$ cat src/rtl/traffic_controller_param.sv
// Highway/country-road intersection controller with configurable dwell times,
// all-red handovers, pedestrian request latching and a night flashing mode.
module traffic_controller_param #(
  parameter int CNT_W           = 8,
  parameter int Y2R_DELAY       = 3,
  parameter int R2G_DELAY       = 2,
  parameter int MIN_HWY_GREEN   = 4,
  parameter int MIN_CNTRY_GREEN = 2,
  parameter int MAX_CNTRY_GREEN = 8,
  parameter int FLASH_HALF      = 4
) (
  input  logic       clock,
  input  logic       clear_n,
  input  logic       X,
  input  logic       ped_req,
  input  logic       night_mode,
  output logic [1:0] hwy,
  output logic [1:0] cntry,
  output logic       walk,
  output logic       ped_pending,
  output logic [2:0] state_o
);

  typedef enum logic [2:0] {
    S_HWY_GREEN    = 3'd0,
    S_HWY_YELLOW   = 3'd1,
    S_ALL_RED_A    = 3'd2,
    S_CNTRY_GREEN  = 3'd3,
    S_CNTRY_YELLOW = 3'd4,
    S_ALL_RED_B    = 3'd5,
    S_FLASH        = 3'd6,
    S_ILLEGAL      = 3'd7
  } state_t;

  localparam logic [1:0] LAMP_RED    = 2'd0;
  localparam logic [1:0] LAMP_YELLOW = 2'd1;
  localparam logic [1:0] LAMP_GREEN  = 2'd2;
  localparam logic [1:0] LAMP_OFF    = 2'd3;

  // Last counter value of each dwell; a state is held for exactly N cycles.
  localparam logic [CNT_W-1:0] CNT_MAX       = '1;
  localparam logic [CNT_W-1:0] Y2R_LAST      = CNT_W'(Y2R_DELAY - 1);
  localparam logic [CNT_W-1:0] R2G_LAST      = CNT_W'(R2G_DELAY - 1);
  localparam logic [CNT_W-1:0] HWY_MIN_LAST  = CNT_W'(MIN_HWY_GREEN - 1);
  localparam logic [CNT_W-1:0] CNTRY_MIN_LAST = CNT_W'(MIN_CNTRY_GREEN - 1);
  localparam logic [CNT_W-1:0] CNTRY_MAX_LAST = CNT_W'(MAX_CNTRY_GREEN - 1);
  localparam logic [CNT_W-1:0] FLASH_LAST    = CNT_W'(FLASH_HALF - 1);

  state_t           state;
  state_t           state_nxt;
  logic [CNT_W-1:0] cnt;
  logic [CNT_W-1:0] cnt_nxt;
  logic             phase;
  logic             phase_nxt;
  logic             pend_nxt;
  logic             flash_wrap;

  function automatic logic [CNT_W-1:0] sat_inc(input logic [CNT_W-1:0] c);
    if (c == CNT_MAX) begin
      return c;
    end
    return c + 1'b1;
  endfunction

  always_ff @(posedge clock or negedge clear_n) begin
    if (!clear_n) begin
      state       <= S_HWY_GREEN;
      cnt         <= '0;
      phase       <= 1'b1;
      ped_pending <= 1'b0;
    end else begin
      state       <= state_nxt;
      cnt         <= cnt_nxt;
      phase       <= phase_nxt;
      ped_pending <= pend_nxt;
    end
  end

  always_comb begin
    state_nxt  = state;
    flash_wrap = 1'b0;
    case (state)
      S_HWY_GREEN: begin
        // Night request wins over the minimum-green hold.
        if (night_mode) begin
          state_nxt = S_FLASH;
        end else if ((X || ped_pending) && (cnt >= HWY_MIN_LAST)) begin
          state_nxt = S_HWY_YELLOW;
        end
      end
      S_HWY_YELLOW: begin
        if (cnt >= Y2R_LAST) state_nxt = S_ALL_RED_A;
      end
      S_ALL_RED_A: begin
        if (cnt >= R2G_LAST) state_nxt = S_CNTRY_GREEN;
      end
      S_CNTRY_GREEN: begin
        if ((cnt >= CNTRY_MIN_LAST) && (!X || (cnt >= CNTRY_MAX_LAST))) begin
          state_nxt = S_CNTRY_YELLOW;
        end
      end
      S_CNTRY_YELLOW: begin
        if (cnt >= Y2R_LAST) state_nxt = S_ALL_RED_B;
      end
      S_ALL_RED_B: begin
        if (cnt >= R2G_LAST) state_nxt = S_HWY_GREEN;
      end
      S_FLASH: begin
        if (!night_mode) begin
          state_nxt = S_ALL_RED_B;
        end else if (cnt >= FLASH_LAST) begin
          flash_wrap = 1'b1;
        end
      end
      S_ILLEGAL: state_nxt = S_ALL_RED_B;
      default:   state_nxt = S_ALL_RED_B;
    endcase
  end

  always_comb begin
    cnt_nxt = sat_inc(cnt);
    if ((state_nxt != state) || flash_wrap) begin
      cnt_nxt = '0;
    end
  end

  always_comb begin
    phase_nxt = phase;
    if ((state_nxt == S_FLASH) && (state != S_FLASH)) begin
      phase_nxt = 1'b1;
    end else if (flash_wrap) begin
      phase_nxt = ~phase;
    end
  end

  // Entering country green serves the request; a same-cycle press is dropped.
  always_comb begin
    pend_nxt = ped_pending;
    if (((state_nxt == S_CNTRY_GREEN) && (state != S_CNTRY_GREEN)) ||
        (state == S_CNTRY_GREEN) || (state == S_FLASH)) begin
      pend_nxt = 1'b0;
    end else if (ped_req) begin
      pend_nxt = 1'b1;
    end
  end

  always_comb begin
    hwy   = LAMP_RED;
    cntry = LAMP_RED;
    walk  = 1'b0;
    case (state)
      S_HWY_GREEN:    hwy   = LAMP_GREEN;
      S_HWY_YELLOW:   hwy   = LAMP_YELLOW;
      S_CNTRY_GREEN: begin
        cntry = LAMP_GREEN;
        walk  = 1'b1;
      end
      S_CNTRY_YELLOW: cntry = LAMP_YELLOW;
      S_FLASH: begin
        if (phase) begin
          hwy = LAMP_YELLOW;
        end else begin
          hwy   = LAMP_OFF;
          cntry = LAMP_OFF;
        end
      end
      default: begin
        hwy   = LAMP_RED;
        cntry = LAMP_RED;
      end
    endcase
  end

  assign state_o = state;

endmodule

$ cat config.mk
export PLATFORM = sky130hd
export DESIGN_NAME = traffic_controller_param
export DESIGN_NICKNAME = d
export VERILOG_FILES = /design/src/rtl/traffic_controller_param.sv
export SDC_FILE = /design/constraint.sdc
export NUM_CORES = 1
export LEC_CHECK = 0
export ABC_AREA = 0
export BUFFER_PORTS_ARGS = -buffer_cell sky130_fd_sc_hd__buf_4
export CORE_MARGIN = 3
export CORE_UTILIZATION = 51
export DETAILED_ROUTE_END_ITERATION = 10
export PLACE_DENSITY = 0.73
export SETUP_SLACK_MARGIN = 0.5
export SLEW_MARGIN = 25
export SYNTH_ARGS = -nofsm -noshare
export SYNTH_HDL_FRONTEND = slang
export SYNTH_SLANG_ARGS = --single-unit
export TNS_END_PERCENT = 1
$ cat constraint.sdc
create_clock -name clock -period 2.05 [get_ports clock]
set_input_delay 0.1025 -clock clock [delete_from_list [all_inputs] [get_ports clock]]
set_output_delay 0.1025 -clock clock [all_outputs]
set_load 0.005 [all_outputs]
Yosys cells after proc, flatten, opt, wreduce, memory -nomap -nowiden
Index checks and enable logic that the tools add are counted.
{ "op_classes": {"add_sub_neg": 1, "n_lt_le_gt_ge": 4, "eq_ne": 14, "n_mux": 24, "bitwise_logic": 1, "reduce_logical": 13} }
{ "op_table": {"columns": ["op", "count"], "rows": [
  ["$mux 3", 8],
  ["$pmux 3 s8", 1],
  ["$ge 8x2->1 const B", 2],
  ["$mux 8", 2],
  ["$eq 3x3->1 const B", 5],
  ["$pmux 2 s3", 2],
  ["$eq 3x2->1 const B", 3],
  ["$mux 1", 9],
  ["$add 8x1->8 const B", 1],
  ["$eq 8x8->1 const B", 1],
  ["$ge 8x1->1 const B", 1],
  ["$ge 8x3->1 const B", 1],
  ["$ne 3x2->1 const B", 2],
  ["$logic_or 1x1->1", 5],
  ["$logic_and 1x1->1", 4],
  ["$mux 2", 2],
  ["$reduce_bool 2->1", 2],
  ["$eq 3x1->1 const B", 1],
  ["$logic_not 3->1", 1],
  ["$ne 3x3->1", 1],
  ["$ne 3x3->1 const B", 1],
  ["$logic_not 1->1", 1],
  ["$not 1->1", 1]
]} }
{ "word_totals": {"register_bits": 13, "in_bits": 5, "out_inout_bits": 9, "word_cells": 61} }

Logic depth before layout (Yosys ltp)
Gate-level depths: netlist (run 1).
{ "logic_depth": {"ltp_word": 10, "mapped_depth": 8, "ltp_nobuf": 7} }

Worst setup path before layout (run 1)
Ideal clock, no wire load.
{ "synth_path": {"kind": "flip-flop to flip-flop", "startpoint": "register cnt[0]", "endpoint": "register cnt[2]", "setup_time_ns": 0.107, "arrival_time_ns": 1.790, "required_ns": 1.943, "slack_ns": 0.153, "stages_incl_launch_ff": 8, "path_buffers": 2, "period_less_slack_ns": 1.897, "cell_sequence": "dfrtp_1 > ha_1 > clkbuf_1 > nand3_1 > or2_2 > clkbuf_1 > and3_1 > a2111oi_4"} }
{ "synth_between": {"elab_chain_cells": 8, "word_cells_on_any_way": 26, "classes_between": "add/sub (1); order compare (4); eq/ne (3); mux (14); reduce/logical (4)"} }
{ "synth_rtl": {"columns": ["element", "line", "source"], "rows": [
  ["start: declaration", "51", "logic [CNT_W-1:0] cnt;"],
  ["start signal: assignment", "73", "cnt <= cnt_nxt;"],
  ["$ge 8x2->1 / $ge 8x3->1 (equally long branches)", "87, 111, 98", null],
  ["$logic_and 1x1->1 / $logic_or 1x1->1 (equally long branches)", "87, 98", null],
  ["$mux 3 / $logic_and 1x1->1 (equally long branches)", "87, 98", null],
  ["$mux 3 (on tied branches)", "85, 98", null],
  ["$pmux 3 s8", "82", "case (state)"],
  ["$ne 3x3->1", "122", "if ((state_nxt != state) || flash_wrap) begin"],
  ["$logic_or 1x1->1", "122", null],
  ["$ne 3x2->1 (no line) / $mux 8 (equally long branches)", null, null]
]} }
Several ways; a longest one is shown, not always the timed one. The select of a mux whose other input is x is not followed.
A chain may end at the register's enable or synchronous reset.

Worst setup path after layout (run 1)
{ "layout_path": {"startpoint": "register cnt[1]", "endpoint": "register cnt[7]"} }
The elaborated chain is that of the path after synthesis.

==> results of run 1 <==
[worst max-delay path, delay by kind of cell (launching register included)]
family,cells,cell delay (ns)
AND/OR/NAND/NOR,1,0.15
flip-flops,1,0.45
buffers and inverters,2,0.33
adder cells (fa/ha/maj),1,0.19
AO/OA/AOI/OAI,4,0.66
[synthesized netlist by cell type, drive strengths merged (2+ instances only)]
master  number  share of area
nor2        15          0.050
dfrtp       12           0.27
nand2       10          0.036
a21oi        9          0.040
a211oi       7          0.047
clkbuf       7          0.023
inv          5          0.017
a31oi        4          0.028
ha           4          0.045
mux2i        4          0.036
nand2b       4          0.022
nand3        4          0.018
buf          3          0.011
nand4        3          0.017
nor3         3          0.013
a211o        2          0.016
and3         2          0.011
nand3b       2          0.013
nor3b        2          0.013
nor4         2          0.025
o21ai        2         0.0089
o22ai        2          0.011
or2          2          0.011
[power breakdown]
| group | leakage, nW | switching (W) | internal [W] |
|---|---|---|---|
| registers | 0.160 | 0.000144 | 0.000342 |
| logic | 0.463 | 0.000793 | 0.000763 |
| clock network | 0.0150 | 0.0000868 | 0.0000753 |
| total | 0.638 | 0.00102 | 0.00118 |
[layout make-up]
type | instances | area, µm²
Inverter | 5 | 25.0
Multi-Input combinational cell | 105 | 857
Clock buffer | 4 | 26.3
Sequential cell | 13 | 332
Fill cell | 153 | 498
Tap cell | 27 | 33.8
Timing Repair Buffer | 32 | 250
[worst max-delay path by stage]
stage | from | endpoint | slack, ns | depth (start not counted)
floorplan | cnt[0] | state_o[0] | 0.26 | 7
global placement | cnt[0] | cnt[2] | 0.13 | 7
detailed placement | cnt[0] | cnt[2] | 0.07 | 7
CTS | cnt[1] | cnt[2] | 0.13 | 7
global route | cnt[1] | cnt[7] | 0.11 | 8
finish | cnt[1] | cnt[7] | 0.17 | 8
[state kept, by name, indices dropped and copies added (netlist names)]
register / flops
cnt: 8
state_o: 3
ped_pending: 1
phase: 1
[routing by layer]
metal  up-vias  GRT usage  part of all wire
met5         -          0                 0
met4         0     0.0511            0.0032
met3         2     0.0197             0.077
met2        47      0.341              0.44
met1       539      0.371              0.48
li1        549          -                 -
[through the flow]
stage	instances	hold slack [ns]	total power (W)	setup slack (ns)	cell area [µm²]
floorplan	133	-0.193	0.00135	0.258	1170
global placement	170	-0.0432	0.00167	0.130	1300
CTS	180	0.0779	0.00205	0.134	1440
finish	186	0.0875	0.00220	0.169	1520
global route	186	0.105	0.00237	0.112	1520
detailed placement	170	-0.0399	0.00170	0.0679	1300
[cells by family (layout without fill, tap and decap cells)]
logic type / Yosys count / in the layout / share of synthesized area
AND/OR/NAND/NOR: 54 / 54 / 0.262
AO/OA/AOI/OAI: 40 / 40 / 0.288
buffers and inverters: 15 / 41 / 0.0513
flip-flops: 13 / 13 / 0.291
adder cells (fa/ha/maj): 5 / 5 / 0.0536
multiplexers: 5 / 5 / 0.0458
XOR/XNOR: 1 / 1 / 0.00781
[repair_timing]
action,CTS,global route
hold endpoints to repair,13,0
pin swaps,8,10
endpoints found under the setup margin,17,18
buffers inserted,5,6
resized for setup,13,11
hold buffers,1,0
[cells in the final DEF (no fill, tap or decap), types with 2 or more instances in the layout]
cell type and n:
sky130_fd_sc_hd__a211o_1 2, sky130_fd_sc_hd__a211oi_1 5, sky130_fd_sc_hd__a211oi_2 2, sky130_fd_sc_hd__a21oi_1 8, sky130_fd_sc_hd__a31oi_1 3, sky130_fd_sc_hd__buf_4 29
sky130_fd_sc_hd__buf_6 2, sky130_fd_sc_hd__clkbuf_4 3, sky130_fd_sc_hd__dfrtp_1 8, sky130_fd_sc_hd__dfrtp_2 4, sky130_fd_sc_hd__ha_4 3, sky130_fd_sc_hd__inv_1 2
sky130_fd_sc_hd__mux2i_1 4, sky130_fd_sc_hd__nand2_1 8, sky130_fd_sc_hd__nand2_2 2, sky130_fd_sc_hd__nand2b_1 4, sky130_fd_sc_hd__nand3_1 4, sky130_fd_sc_hd__nand3b_1 2
sky130_fd_sc_hd__nand4_1 3, sky130_fd_sc_hd__nor2_1 13, sky130_fd_sc_hd__nor2_2 2, sky130_fd_sc_hd__nor3_1 3, sky130_fd_sc_hd__nor4_4 2, sky130_fd_sc_hd__o21ai_0 2
sky130_fd_sc_hd__o22ai_1 2
==> results_dict.tcl, run 1 <==
set metrics [dict create \
    largest_net_degree_at_the_start_of_global_routing 19 \
    fp.dieArea_um2 2800 \
    n_antenna_cell 0 \
    grt_pass1_wl_mm 4.81 \
    slew_violations 0 \
    final.setup_skew_ns 0.0114 \
    route.antenna.remaining_nets 0 \
    timing.critical_path.to_type "flip-flop" \
    criticalPathCategory "reg -> reg" \
    ys_seq_elements 13 \
    detail_route.iter0.violations 66 \
    worst_skew_pair.late_latency_ns 0.28 \
    worst_r2r_endpoint "cnt[7]" \
    rsz0062_at_grt "true" \
    hold_path_end "ped_pending" \
    count_of_clock_tree_sinks 13 \
    power_leakage_nw 0.638 \
    crit_path_start_kind "flip-flop" \
    post-route-util 0.754 \
    grt_antenna_before_repair 0 \
    netlist_instances 133 \
    path_cells "buf_4 -> ha_4 -> a21oi_2 -> o211ai_2 -> a31oi_2 -> nand2_2 -> buf_4 -> a211oi_2" \
    max_cap_viol_count 0 \
    finalWorstPathRequiredPeriod_ns 1.88 \
    sequential_to_total_area_share_from_yosys_stat 0.291 \
    ctsLongestPathBuffers 2 \
    detailedPlacementHpwl_mm 2.05 \
    io_buffers 13 \
    regToRegStartpoint "cnt[1]" \
    actual_transition_at_the_worst_max_transition_pin_ns 0.367 \
    detail_route.wl_per_cell_um 16.6 \
    firstDrtPassIters 4 \
    synth_warnings 0 \
    die_w_um 52.9 \
    yosysUniqueCellTypes 50 \
    setup_viol 0 \
    core_area_um2 2020 \
    required_ns 2.23 \
    cpMaxStageDelayCell "sky130_fd_sc_hd__dfrtp_2" \
    timing.fmax_mhz 532 \
    mappedNetlistArea_um2 1120 \
    worst_ir_drop_vdd_v 0.00105 \
    worst_setup_hold_path_clk_slew_ns 0.09 \
    powerDensity_nw_per_um2 1450 \
    cts_htree_levels 1 \
    synth.net_count 142 \
    synth_edf_count 0 \
    timing.reg2reg.worst_path_depth 8 \
    total_negative_setup_slack_ns 0 \
    total_global_route_track_usage 0.234 \
    remaining_routing_drc_violations 0 \
    place_congestion 0.855 \
    min_path_type "in -> reg" \
    route.detailed.vias_per_inst 6.11 \
    clock_tree.root_cell "sky130_fd_sc_hd__clkbuf_4" \
    cts_buffers 3 \
    die_height_um 52.9 \
    post_route_cells_drive_above_1_share 0.434 \
    grt-ovfl-total 0 \
    mapped_avg_cell_area_um2 8.43 \
    initial_util 0.554 \
    crit_path_frequent_cell "sky130_fd_sc_hd__buf_4" \
    worst_hold_path.num_cells 3 \
    critPathMaxFanout 8 \
    worst-r2r-setup-slack_ns 0.17 \
    syn_to_final_growth_pct 35.9 \
    finalWirelength_mm 3.08 \
    synth-main-ff-cell "sky130_fd_sc_hd__dfrtp_1" \
    via_count 1137 \
    hold_viol 0 \
    number_of_nets_in_the_layout 169 \
    vias_in_the_first_global_route 986 \
    cp.arrival_ns 2.06 \
    design.portCount 14 \
    final_min_period_over_clock_period 0.918 \
    std_cell_rows 16 \
    worstHoldStart "ped_req" \
    timing.slew.headroom 0.754 \
    tritoncts "built" \
    run_status "finished, final reports clean" \
    cp_slowest_stage_delay_ns 0.45 \
    synthArstFlopShare 1.00 \
]
Note: power is estimated with default switching activity, not from simulation.
==> run 2, diff against run 1 <==
--- a/config.mk
+++ b/config.mk
@@ -5,10 +5,10 @@
 export SDC_FILE = /design/constraint.sdc
 export NUM_CORES = 1
 export LEC_CHECK = 0
-export ABC_AREA = 0
+export ABC_AREA = 1
 export BUFFER_PORTS_ARGS = -buffer_cell sky130_fd_sc_hd__buf_4
 export CORE_MARGIN = 3
-export CORE_UTILIZATION = 51
+export CORE_UTILIZATION = 50
 export DETAILED_ROUTE_END_ITERATION = 10
 export PLACE_DENSITY = 0.73
 export SETUP_SLACK_MARGIN = 0.5
==> results_dict.tcl, run 2 <==
set metrics [dict create \
    place_congestion 0.853 \
    internal_power_w 0.000870 \
    cts_buffers 3 \
    count_of_clock_tree_sinks 13 \
    detail_route.iter0.violations 41 \
    worst-r2r-setup-slack_ns 0.25 \
    library_cell_with_the_highest_instance_count_after_synthesis "sky130_fd_sc_hd__nand2_1" \
    finalWorstPathRequiredPeriod_ns 1.80 \
    required_ns 2.27 \
    detailedPlacementHpwl_mm 1.67 \
    clock_power_share 0.098 \
    critPathMaxFanout 8 \
    ys_seq_elements 13 \
    ys_top_cells_by_area "sky130_fd_sc_hd__dfrtp_1 (31%), sky130_fd_sc_hd__nand2_1 (15%), sky130_fd_sc_hd__nor2_1 (11%)" \
    timing.fmax_mhz 554 \
    synth.net_count 156 \
    tritoncts "built" \
    clock_tree.root_cell "sky130_fd_sc_hd__clkbuf_4" \
    crit_path_start_kind "flip-flop" \
    grt-ovfl-total 0 \
    max_cap_viol_count 0 \
    cts_htree_levels 1 \
    std_cell_rows 15 \
    max_flop_register "cnt" \
    timing.critical_path.to_type "flip-flop" \
    path_cells "ha_2 -> nor2_2 -> nand2_2 -> nor2_1 -> nor2_1 -> nor2_1 -> nand4_2 -> nand2_2 -> nand3_4 -> nor2_2" \
    route.detailed.vias_per_inst 5.29 \
    firstDrtPassIters 4 \
    synthArstFlopShare 1.00 \
    netlist_instances 147 \
    final_min_period_over_clock_period 0.880 \
    route.antenna.remaining_nets 0 \
    cpMaxStageDelayCell "sky130_fd_sc_hd__dfrtp_2" \
    timing.slew.headroom 0.804 \
    sequential_to_total_area_share_from_yosys_stat 0.335 \
    cp.arrival_ns 2.02 \
    number_of_nets_in_the_layout 182 \
    remaining_routing_drc_violations 0 \
    swShare 0.484 \
    most_common_cell_after_layout_fill_and_taps_aside "sky130_fd_sc_hd__nand2_1" \
    run_status "finished, final reports clean" \
    worst_ir_drop_vdd_v 0.00104 \
    worst_r2r_endpoint "cnt[0]" \
    vias_in_the_first_global_route 880 \
    design.portCount 14 \
    grt_pass1_wl_mm 3.83 \
    total_global_route_track_usage 0.194 \
    detail_route.wl_per_cell_um 12.8 \
    worst_skew_pair.late_latency_ns 0.28 \
    worstSetupEndpoint "cnt[0]" \
    fill_cells 145 \
    largest_net_degree_at_the_start_of_global_routing 14 \
    combPwrFrac 0.655 \
    net-switching-power_w 0.000817 \
    mappedNetlistArea_um2 976 \
    yosys.area.top_type_share 0.308 \
    setup_viol 0 \
    post_route_cells_drive_above_1_share 0.343 \
    syn_to_final_growth_pct 33.1 \
    n_antenna_cell 0 \
    crit_cells 10 \
    mapped_avg_cell_area_um2 6.64 \
    actual_transition_at_the_worst_max_transition_pin_ns 0.291 \
    synth-main-ff-cell "sky130_fd_sc_hd__dfrtp_1" \
    synthTopCellsByCount "sky130_fd_sc_hd__nand2_1 (40), sky130_fd_sc_hd__nor2_1 (29), sky130_fd_sc_hd__inv_1 (24)" \
    regToRegStartpoint "cnt[1]" \
    synth_warnings 0 \
    criticalPathCategory "reg -> reg" \
    yosysUniqueCellTypes 23 \
    powerDensity_nw_per_um2 1300 \
    most_frequent_cells_in_the_layout "sky130_fd_sc_hd__nand2_1 (35), sky130_fd_sc_hd__inv_1 (20), sky130_fd_sc_hd__buf_4 (19)" \
    finalWirelength_mm 2.52 \
    cp_slowest_stage_delay_ns 0.48 \
    io_buffers 13 \
    hold_viol 0 \
    timing.reg2reg.worst_path_depth 10 \
    power_leakage_nw 0.656 \
    via_count 1042 \
    die_w_um 50.2 \
    fp.dieArea_um2 2520 \
    die_height_um 50.2 \
    final.setup_skew_ns 0.00288 \
    rsz0062_at_grt "true" \
    critPathTopFamily "simple AND/OR/NAND/NOR gates" \
    crit_path_frequent_cell "sky130_fd_sc_hd__nor2_1" \
    grt_antenna_before_repair 0 \
    core_area_um2 1780 \
    synth_edf_count 0 \
    slew_violations 0 \
    post-route-util 0.728 \
    initial_util 0.547 \
    worst_setup_hold_path_clk_slew_ns 0.08 \
    buffers_inverters_on_critical_path 0 \
    synth_area_leader_cell "sky130_fd_sc_hd__dfrtp_1" \
    min_path_type "in -> reg" \
    largest_reg_flops 8 \
    total_negative_setup_slack_ns 0 \
    power.sequential.fraction 0.247 \
    startpoint "cnt[1]" \
    ctsLongestPathBuffers 2 \
]
-- run 2: power by group through the flow --
stage | registers, W | logic [W] | clock network, W
after floorplan | 0.000380 | 0.000604 | 0
after global placement | 0.000408 | 0.000797 | 0
after detailed placement | 0.000410 | 0.000808 | 0
after CTS | 0.000402 | 0.000899 | 0.000168
after global routing | 0.000426 | 0.00121 | 0.000184
final | 0.000417 | 0.00111 | 0.000165
-- run 2: worst reg2reg max path, cell delays in order, from the launching register on --
cell and delay, ns:
sky130_fd_sc_hd__dfrtp_2 0.48, sky130_fd_sc_hd__ha_2 0.20, sky130_fd_sc_hd__nor2_2 0.13, sky130_fd_sc_hd__nand2_2 0.11, sky130_fd_sc_hd__nor2_1 0.12, sky130_fd_sc_hd__nor2_1 0.05
sky130_fd_sc_hd__nor2_1 0.15, sky130_fd_sc_hd__nand4_2 0.13, sky130_fd_sc_hd__nand2_2 0.10, sky130_fd_sc_hd__nand3_4 0.14, sky130_fd_sc_hd__nor2_2 0.14
-- run 2: how the worst min path moves through the flow --
stage	from	end	slack, ns	cells after the start
4_1_cts	night_mode	phase	0.11	3
3_3_place_gp	clear_n	ped_pending	-0.04	1
5_1_grt	night_mode	phase	0.14	3
2_1_floorplan	clear_n	cnt[0]	-0.19	0
6_report	night_mode	phase	0.11	3
3_5_place_dp	clear_n	ped_pending	-0.04	1
-- run 2: logic make-up (layout without fill, tap and decap cells) --
family,count (synthesis),count (layout),share of synthesized area
DFF,13,13,0.335
xor gates and xnor gates,3,3,0.0269
buffers and inverters,26,51,0.108
and+or+nand+nor,92,92,0.428
AOI/OAI and AO/OA,9,9,0.0513
adders and majority gates,4,4,0.0513
-- run 2: through the flow --
stage / instances / power, W / worst slack, ns / instance area [µm²] / hold WS, ns
CTS: 194 / 0.00147 / 0.239 / 1180 / 0.114
floorplan: 147 / 0.000983 / 0.512 / 976 / -0.193
detailed placement: 184 / 0.00122 / 0.248 / 1090 / -0.0390
global route: 197 / 0.00182 / 0.133 / 1300 / 0.142
finish: 197 / 0.00169 / 0.245 / 1300 / 0.110
global placement: 184 / 0.00121 / 0.283 / 1090 / -0.0422
-- run 2: repair_timing --
action                                  in CTS  in global routing
resized for setup                            6                 29
hold endpoints to repair                    13                  0
pin swaps                                    7                 15
hold buffers                                 1                  0
setup buffers                                5                  3
endpoints found under the setup margin      14                 17
-- run 2: layout make-up --
class | instances | area [µm²] | area share
multi-input combinational | 108 | 641 | 0.493
inverter | 25 | 96.3 | 0.0742
tap | 25 | 31.3 | 0.0241
timing repair buffer | 22 | 175 | 0.135
clock buffer | 4 | 26.3 | 0.0202
sequential | 13 | 329 | 0.253
-- run 2: metal layers --
metal / track usage / routed length [µm]
met1: 0.278 / 1150
met5: 0 / 0
met4: 0.0645 / 79
met2: 0.304 / 1130
met3: 0.0178 / 151
==> run 3, diff against run 2 <==
--- a/config.mk
+++ b/config.mk
@@ -5,10 +5,9 @@
 export SDC_FILE = /design/constraint.sdc
 export NUM_CORES = 1
 export LEC_CHECK = 0
-export ABC_AREA = 1
 export BUFFER_PORTS_ARGS = -buffer_cell sky130_fd_sc_hd__buf_4
-export CORE_MARGIN = 3
-export CORE_UTILIZATION = 50
+export CORE_MARGIN = 10
+export CORE_UTILIZATION = 51
 export DETAILED_ROUTE_END_ITERATION = 10
 export PLACE_DENSITY = 0.73
 export SETUP_SLACK_MARGIN = 0.5
==> results_dict.tcl, run 3 (synthesis gave the netlist of run 1 again) <==
set metrics [dict create \
    vias_in_the_first_global_route 1099 \
    min_path_type "in -> reg" \
    path_cells "inv_4 -> ha_4 -> nor3b_4 -> a211oi_2 -> a211o_1 -> a21o_4 -> a2111oi_4" \
    worst_hold_slack_ns 0.0829 \
    largest_net_degree_at_the_start_of_global_routing 19 \
    cts_buffers 3 \
    grtUsageMet2 0.236 \
    number_of_nets_in_the_layout 167 \
    most_frequent_cells_in_the_layout "sky130_fd_sc_hd__buf_4 (28), sky130_fd_sc_hd__nor2_1 (14), sky130_fd_sc_hd__nand2_1 (9)" \
    net-switching-power_w 0.00106 \
    remaining_routing_drc_violations 0 \
    power_leakage_nw 0.625 \
    internal_power_w 0.00115 \
    global_route.usage.met1 0.192 \
    grt_util_met3 0.0284 \
    power.sequential.fraction 0.227 \
    detail_route.iter0.violations 89 \
    syn_to_final_growth_pct 34.3 \
    criticalPathCategory "reg -> reg" \
    top_usage_layer "met2" \
    initial_util 0.554 \
    ctsLongestPathBuffers 2 \
    final_cell_area_um2 1510 \
    grt-ovfl-total 0 \
    hold_viol 0 \
    total_negative_setup_slack_ns 0 \
    actual_transition_at_the_worst_max_transition_pin_ns 0.337 \
    final_min_period_over_clock_period 0.937 \
    most_common_cell_after_layout_fill_and_taps_aside "sky130_fd_sc_hd__buf_4" \
    route.antenna.remaining_nets 0 \
    clock_tree.root_cell "sky130_fd_sc_hd__clkbuf_4" \
    timing.critical_path.to_type "flip-flop" \
    slew_violations 0 \
    buffers_inverters_on_critical_path 1 \
    count_of_clock_tree_sinks 13 \
    io_buffers 13 \
    clock_power_share 0.073 \
    detailedPlacementHpwl_mm 2.20 \
    cp.arrival_ns 2.10 \
    max_cap_viol_count 0 \
    worst_skew_pair.late_latency_ns 0.28 \
    placedCellCount 169 \
    seq_area_um2 332 \
    max_flop_register "cnt" \
    detail_route.wl_per_cell_um 17.8 \
    grt_antenna_before_repair 0 \
    required_ns 2.23 \
    n_antenna_cell 0 \
    cts_htree_levels 1 \
    final.setup_skew_ns 0.0114 \
    timing.slew.headroom 0.775 \
    largest_reg_flops 8 \
    cpMaxStageDelayCell "sky130_fd_sc_hd__dfrtp_2" \
    combPwrFrac 0.700 \
    core_area_um2 2020 \
    critPathMaxFanout 8 \
    placement.cell_area_um2 1290 \
    std_cell_rows 16 \
    crit_path_start_kind "flip-flop" \
    powerDensity_nw_per_um2 1470 \
    fp.dieArea_um2 4470 \
    multi_input_area_um2 857 \
    design.portCount 14 \
    firstDrtPassIters 4 \
    worst_setup_hold_path_clk_slew_ns 0.09 \
    grt_pass1_wl_mm 5.26 \
    die_height_um 66.9 \
    route.detailed.vias_per_inst 6.28 \
    post-route-util 0.744 \
    tritoncts "built" \
    finalWorstPathRequiredPeriod_ns 1.92 \
    finalWirelength_mm 3.28 \
    critPathTopFamily "compound AO/OA/AOI/OAI gates" \
    die_w_um 66.9 \
    swShare 0.478 \
    setup_viol 0 \
    total_global_route_track_usage 0.148 \
    fill_cells 153 \
    via_count 1156 \
    final_cell_count_no_fill 184 \
    rsz0062_at_grt "true" \
    place_congestion 0.855 \
    timing.fmax_mhz 521 \
    post_route_cells_drive_above_1_share 0.408 \
    worst_ir_drop_vdd_v 0.000979 \
    run_status "finished, final reports clean" \
    cp_slowest_stage_delay_ns 0.46 \
]
run 3: cell count changes in the layout (fill, tap and decap cells not counted), moves of 3 or more:
cell,delta
sky130_fd_sc_hd__inv_2,-3
sky130_fd_sc_hd__nor2_1,-4
sky130_fd_sc_hd__nor2_2,-11
sky130_fd_sc_hd__mux2i_1,+4
sky130_fd_sc_hd__nand2b_1,+4
sky130_fd_sc_hd__nand3_1,-5
sky130_fd_sc_hd__nand2_1,-26
sky130_fd_sc_hd__buf_4,+9
sky130_fd_sc_hd__a21oi_1,+5
sky130_fd_sc_hd__inv_1,-18
sky130_fd_sc_hd__a31oi_1,+3
sky130_fd_sc_hd__nand2_2,-5
sky130_fd_sc_hd__a211oi_1,+5
run 3: worst paths after layout:
kind | slack, ns | cells after the start | to | from
max | 0.13 | 7 | cnt[2] | cnt[1]
min | 0.08 | 3 | ped_pending | ped_req
max reg2reg | 0.13 | 7 | cnt[2] | cnt[1]
min reg2reg | 0.56 | 1 | phase | phase
max in group asynchronous | 1.63 | 2 | phase | clear_n
min in group asynchronous | 0.19 | 2 | ped_pending | clear_n
run 3: metrics by stage:
step | setup slack [ns] | total power (W)
CTS | 0.147 | 0.00208
floorplan | 0.258 | 0.00135
finish | 0.130 | 0.00221
global placement | 0.0917 | 0.00169
detailed placement | 0.0313 | 0.00173
global route | 0.0967 | 0.00235
run 3: metal layers:
layer	vias up	wire length (µm)
met1	567	1490
met2	41	1570
met5	-	0
met4	0	69
li1	540	-
met3	8	153
run 3: repair_timing:
action | in CTS | in global routing
pin swaps | 7 | 6
setup buffers | 8 | 2
resized for setup | 13 | 8
setup endpoints to repair | 18 | 18
endpoints found under the hold margin | 13 | 0
hold buffers | 1 | 0
run 3: power by group through the flow:
stage	clock network, W	logic [W]	registers (W)
global placement	0	0.00122	0.000466
floorplan	0	0.000934	0.000413
global route	0.000177	0.00166	0.000513
finish	0.000162	0.00155	0.000502
CTS	0.000165	0.00144	0.000481
detailed placement	0	0.00126	0.000475
run 3: cell type report:
cell class	count	area share
repair buffers	30	0.154
well taps	27	0.0224
multi-input cells	105	0.569
inverters	5	0.0166
clock buffers	4	0.0175
flip-flops and latches	13	0.220
run 3: worst min-delay path: cells and delay by family:
kind / cells / cell delay, ns
and+or+nand+nor: 1 / 0.08
AOI/OAI and AO/OA: 1 / 0.05
buffers and inverters: 1 / 0.10
